[config.mk]
export PLATFORM = sky130hd
export DESIGN_NAME = pat_pc_sequencer
export DESIGN_NICKNAME = d
export VERILOG_FILES = /design/src/rtl/pat_pc_sequencer.sv
export SDC_FILE = /design/constraint.sdc
export NUM_CORES = 1
export LEC_CHECK = 0
export BUFFER_PORTS_ARGS = -buffer_cell sky130_fd_sc_hd__buf_4
export CAP_MARGIN = 25
export CORE_ASPECT_RATIO = 1.1
export CORE_UTILIZATION = 40
export CTS_BUF_LIST = sky130_fd_sc_hd__clkbuf_2 sky130_fd_sc_hd__clkbuf_4 sky130_fd_sc_hd__clkbuf_8
export CTS_CLUSTER_DIAMETER = 60
export DETAILED_ROUTE_END_ITERATION = 10
export PLACE_DENSITY = 0.53
export SYNTH_ARGS = -nofsm -noshare
export SYNTH_HDL_FRONTEND = slang
export SYNTH_SLANG_ARGS = --single-unit
[constraint.sdc]
create_clock -name clk -period 5.6 [get_ports clk]
set_input_delay 1.12 -clock clk [delete_from_list [all_inputs] [get_ports clk]]
set_output_delay 1.12 -clock clk [all_outputs]
set_load 0.03 [all_outputs]
[src/rtl/pat_pc_sequencer.sv]
// Program counter and hardware return-address stack for the pat processor.
// Registered next-PC selection with condition-gated branch/call/return, stall and sticky errors.
module pat_pc_sequencer #(
  parameter int unsigned i_adr_width     = 10,
  parameter int unsigned offset_width    = 8,
  parameter int unsigned stack_depth     = 8,
  parameter int unsigned stack_ptr_width = 3,
  parameter int unsigned reset_vector    = 0
) (
  input  logic                       clk,
  input  logic                       reset,
  input  logic                       stall,
  input  logic                       op_bf,
  input  logic                       op_bb,
  input  logic                       op_call,
  input  logic                       op_return,
  input  logic                       cond_true,
  input  logic [offset_width-1:0]    offset,
  input  logic                       err_clr,
  output logic [i_adr_width-1:0]     pc,
  output logic [stack_ptr_width:0]   depth,
  output logic                       stack_full,
  output logic                       stack_empty,
  output logic                       overflow_err,
  output logic                       underflow_err
);

  localparam int unsigned AW = i_adr_width;
  localparam int unsigned DW = stack_ptr_width + 1;
  localparam int unsigned PW = stack_ptr_width;

  typedef enum logic [2:0] {
    SEL_NONE,
    SEL_RET,
    SEL_CALL,
    SEL_BF,
    SEL_BB
  } op_sel_t;

  op_sel_t          op_sel_c;
  logic [AW-1:0]    pc_inc_c;
  logic [AW-1:0]    off_ext_c;
  logic [AW-1:0]    ret_addr_c;
  logic [PW-1:0]    top_idx_c;
  logic             is_full_c;
  logic             is_empty_c;

  logic [AW-1:0]    pc_next;
  logic [DW-1:0]    depth_next;
  logic             full_next;
  logic             empty_next;
  logic             ovf_next;
  logic             unf_next;
  logic             push_c;

  logic [AW-1:0]    stack_mem [stack_depth];

  // Fixed-priority strobe decode: return > call > branch forward > branch backward.
  always_comb begin
    op_sel_c = SEL_NONE;
    if (op_return)    op_sel_c = SEL_RET;
    else if (op_call) op_sel_c = SEL_CALL;
    else if (op_bf)   op_sel_c = SEL_BF;
    else if (op_bb)   op_sel_c = SEL_BB;
  end

  assign pc_inc_c   = pc + AW'(1);
  assign off_ext_c  = AW'(offset);
  assign top_idx_c  = PW'(depth - DW'(1));
  assign ret_addr_c = stack_mem[top_idx_c];
  assign is_full_c  = (depth == DW'(stack_depth));
  assign is_empty_c = (depth == '0);

  // Next-state selection; errors are cleared first so a same-cycle event wins.
  always_comb begin
    pc_next    = pc_inc_c;
    depth_next = depth;
    ovf_next   = overflow_err;
    unf_next   = underflow_err;
    push_c     = 1'b0;

    if (stall) begin
      pc_next = pc;
    end else begin
      if (err_clr) begin
        ovf_next = 1'b0;
        unf_next = 1'b0;
      end
      if (cond_true) begin
        case (op_sel_c)
          SEL_RET: begin
            if (is_empty_c) begin
              unf_next = 1'b1;
            end else begin
              pc_next    = ret_addr_c;
              depth_next = depth - DW'(1);
            end
          end
          SEL_CALL: begin
            if (is_full_c) begin
              ovf_next = 1'b1;
            end else begin
              push_c     = 1'b1;
              pc_next    = pc + off_ext_c;
              depth_next = depth + DW'(1);
            end
          end
          SEL_BF:   pc_next = pc + off_ext_c;
          SEL_BB:   pc_next = pc - off_ext_c;
          default:  pc_next = pc_inc_c;
        endcase
      end
    end

    full_next  = (depth_next == DW'(stack_depth));
    empty_next = (depth_next == '0);
  end

  always_ff @(posedge clk or negedge reset) begin
    if (!reset) begin
      pc            <= AW'(reset_vector);
      depth         <= '0;
      stack_full    <= 1'b0;
      stack_empty   <= 1'b1;
      overflow_err  <= 1'b0;
      underflow_err <= 1'b0;
    end else begin
      pc            <= pc_next;
      depth         <= depth_next;
      stack_full    <= full_next;
      stack_empty   <= empty_next;
      overflow_err  <= ovf_next;
      underflow_err <= unf_next;
    end
  end

  // Return-address storage; contents are don't-care until pushed.
  always_ff @(posedge clk) begin
    if (push_c) begin
      stack_mem[depth[PW-1:0]] <= pc_inc_c;
    end
  end

endmodule

==> run_results.csv <==
group,metric,value,unit
status,status,"complete, but fails checks",
status,violations,"design-rule violations",
grt,grt_max_degree,26,
synthesis,ys_ff_latch,98,
timing,timing.final.crit_share,56.73,%
floorplanning,io_pins,35,
grt,grt_usage,19.81,%
clocking,path_clk_slew,0.10,ns
synthesis,yosys_warnings,0,
drt,avgRoutedWirePerCell,21.54,um
synthesis,ys.flop_type,"edfxtp_1",
grt,grt-ovfl-total,0,
timing,fmax,0.3148,GHz
grt,grtUsageMet1,25.69,%
floorplanning,die_y,123.1,um
grt,use_met3,2.549,%
power,power_density,530.9,nW/um2
clocking,cts_tree,"done",
drt,drc_errors,2,
clocking,clock_latency,0.36,ns
worst_setup_path,cp_slowest_cell,"ha_1",
timing,hold_viol_final,0,
clocking,htreeDepth,3,
timing,fin_crit,3.177,ns
cells_and_area,area_growth,11.87,%
drt,firstDrtPassIters,8,
synthesis,synth.top_cell.area_share,45.04,%
grt,grtUsageMet2,33.70,%
timing,maxSlewViolCount,0,
worst_setup_path,slowest_delay,0.92,ns
cells_and_area,num_antenna_cells,0,
clocking,ctsResizeCount,0,
synthesis,synth_edf_count,80,
worst_setup_path,worstPathArrival,3.43,ns
timing,skew,0.01537,ns
grt,grt_pass1_vias,3447,
clocking,hold_buffers,0,
job,drv_cap,0,
synthesis,netlist_area,5334,um2
synthesis,synthesis.nets,447,
drt,viasPerCell,5.890,
synthesis,synth_cell_types,70,
timing,rsz0062_at_grt,"false",
timing,setup_tns,0,ns
synthesis,avgSynthCellArea,13.04,um2
synthesis,syn-instance-count,409,
grt,grt-busiest-layer,"met2",
floorplanning,coreArea,12800,um2
grt,antenna_found_initial,0,
floorplanning,die_x,112.1,um
synthesis,async_flop_share,18.37,%
placed_design,hpwl,9059,um
drt,drtAntennaViolNets,0,
worst_setup_path,path_cells,"inv_1 -> ha_1 -> mux4_1 -> mux2_2 -> a31oi_1 -> o31ai_1 -> o32a_1",
power,ir_worst_vdd,0.2027,mV
clocking,cts-root-buf,"clkbuf_8",
hold_path,hold_class,"reg -> reg",
clocking,cts_buffers,9,
synthesis,ys_seq_area_share,53.51,%
cells_and_area,seqCellArea,2854,um2
clocking,cts_sinks,98,
floorplanning,num_rows,43,
worst_setup_path,crit_family,"adder cells",
cells_and_area,multi_input_area,2292,um2
worst_setup_path,cp.required,5.85,ns
cells_and_area,num-fill-cells,1141,
power,p_leak,2.207,nW
timing,worstMarginPinSlew,1.040,ns
worst_setup_path,crit_fanout,21,
timing,finalSetupViolCount,0,
cells_and_area,utilization,46.60,%
floorplanning,start_util,41.66,%
synthesis,yosysTopAreaCell,"edfxtp_1",
drt,wl,12970,um
grt,grt_pass1_wl,19950,um
worst_setup_path,criticalPathCategory,"reg -> reg",
worst_setup_path,endpoint_kind,"register",
timing,relSlewSlack,30.48,%
placed_design,port_buffers,34,
floorplanning,fp.dieArea,13800,um2
cells_and_area,drive_gt1_share,17.30,%
cells_and_area,num-nets-final,479,
synthesis,synthTopCellsByArea,"edfxtp_1, dfrtp_1, mux4_1",
drt,drt-initial-drc-count,383,
drt,vias,3546,
worst_setup_path,worstSetupStartpointType,"register",
worst_setup_path,path_buf_inv,1,
clocking,post_cts.repair.setup_buffers,0,
clocking,cts_buffer_depth,2,
placed_design,gp_congestion,0.8140,
## flip-flops by register name, indices dropped and copies added (netlist names)
signal,cells
stack_mem,80
underflow_err,1
overflow_err,1
pc,10
depth,4
stack_empty,1
stack_full,1
## report_power, final
group | internal (W) | leakage (nW) | switching (W)
Sequential | 0.000982 | 0.936 | 0.000135
Combinational | 0.000616 | 1.16 | 0.000906
Clock | 0.000292 | 0.114 | 0.000237
## area by class of cell
type,instances,share of cell area [%]
repair buffers,42,5.284
clock inverters,6,1.782
inverters,21,1.321
well taps,157,3.292
multi-input cells,269,38.41
clock buffers,9,2.076
flip-flops and latches,98,47.83
## kinds of logic (layout without fill, tap and decap cells)
| family | count (synthesis) | after routing | share of synthesized area (%) |
|---|---|---|---|
| adders and majority gates | 21 | 21 | 5.208 |
| and+or+nand+nor | 112 | 112 | 10.95 |
| DFF | 98 | 98 | 53.51 |
| muxes | 34 | 34 | 12.06 |
| AOI/OAI and AO/OA | 91 | 91 | 12.60 |
| buffers and inverters | 42 | 78 | 3.519 |
| xor gates and xnor gates | 11 | 11 | 2.158 |
## per-layer routing
layer  wire, um  up-vias
met3        461       26
li1           -     1663
met5          0        -
met4        353        0
met1       5820     1751
met2       6330      106
## per-stage QoR
stage / setup WS, ns / std cells / hold slack, ns / total power (W) / instance area (um2)
3_5_place_dp: 2.222 / 585 / 0.4949 / 0.002648 / 5722
3_3_place_gp: 2.289 / 585 / 0.4959 / 0.002642 / 5722
2_1_floorplan: 2.588 / 409 / 0.6860 / 0.002194 / 5334
5_1_grt: 2.223 / 602 / 0.5565 / 0.003352 / 5967
4_1_cts: 2.397 / 600 / 0.5170 / 0.003178 / 5952
6_report: 2.423 / 602 / 0.5157 / 0.003168 / 5967
## layout by cell type, fill, tap and decap left out, drive strengths merged, types with 4 or more instances in the layout
cell	synthesis	layout
clkbuf	10	9
and3	8	8
edfxtp	80	80
mux2	6	6
nor2b	10	10
inv	21	21
o21ai	13	13
or3	4	4
xnor2	9	9
ha	19	19
nand3	7	7
nand2b	9	9
dfrtp	17	17
mux2i	8	8
o41ai	5	5
a211oi	4	4
mux4	20	20
nand2	19	19
a2bb2oi	4	4
a21oi	20	20
o21a	5	5
buf	11	42
nor2	26	26
nor3	14	14
## Yosys cell counts, types with 3 or more instances
cell type	count
dfrtp_1	17
a221o_1	3
ha_1	19
a21oi_1	20
o21ai_0	11
or3_1	4
o22ai_1	3
inv_1	21
nand2b_1	9
nand2_1	19
a2bb2oi_1	4
nand3_1	7
nor3_1	14
mux4_2	8
mux2i_1	8
and2_1	3
o41ai_1	4
nor2b_1	10
mux2_2	6
buf_2	9
mux4_1	12
edfxtp_1	80
xnor2_1	9
a22oi_1	3
and3_1	8
o21a_1	5
nor2_1	26
clkbuf_1	10
a211oi_1	3
a31oi_1	3
## path summary, 6_finish.rpt
check,from,to,slack [ns],depth (start not counted)
worst max-delay path,depth[1],pc[8],2.42,7
worst min-delay path,underflow_err,underflow_err,0.52,1
worst max register to register,depth[1],pc[8],2.42,7
worst min register to register,underflow_err,underflow_err,0.52,1
max in group asynchronous,reset,stack_empty,4.72,1
min in group asynchronous,reset,stack_full,0.61,1
Power figures use the tool's default switching activity.
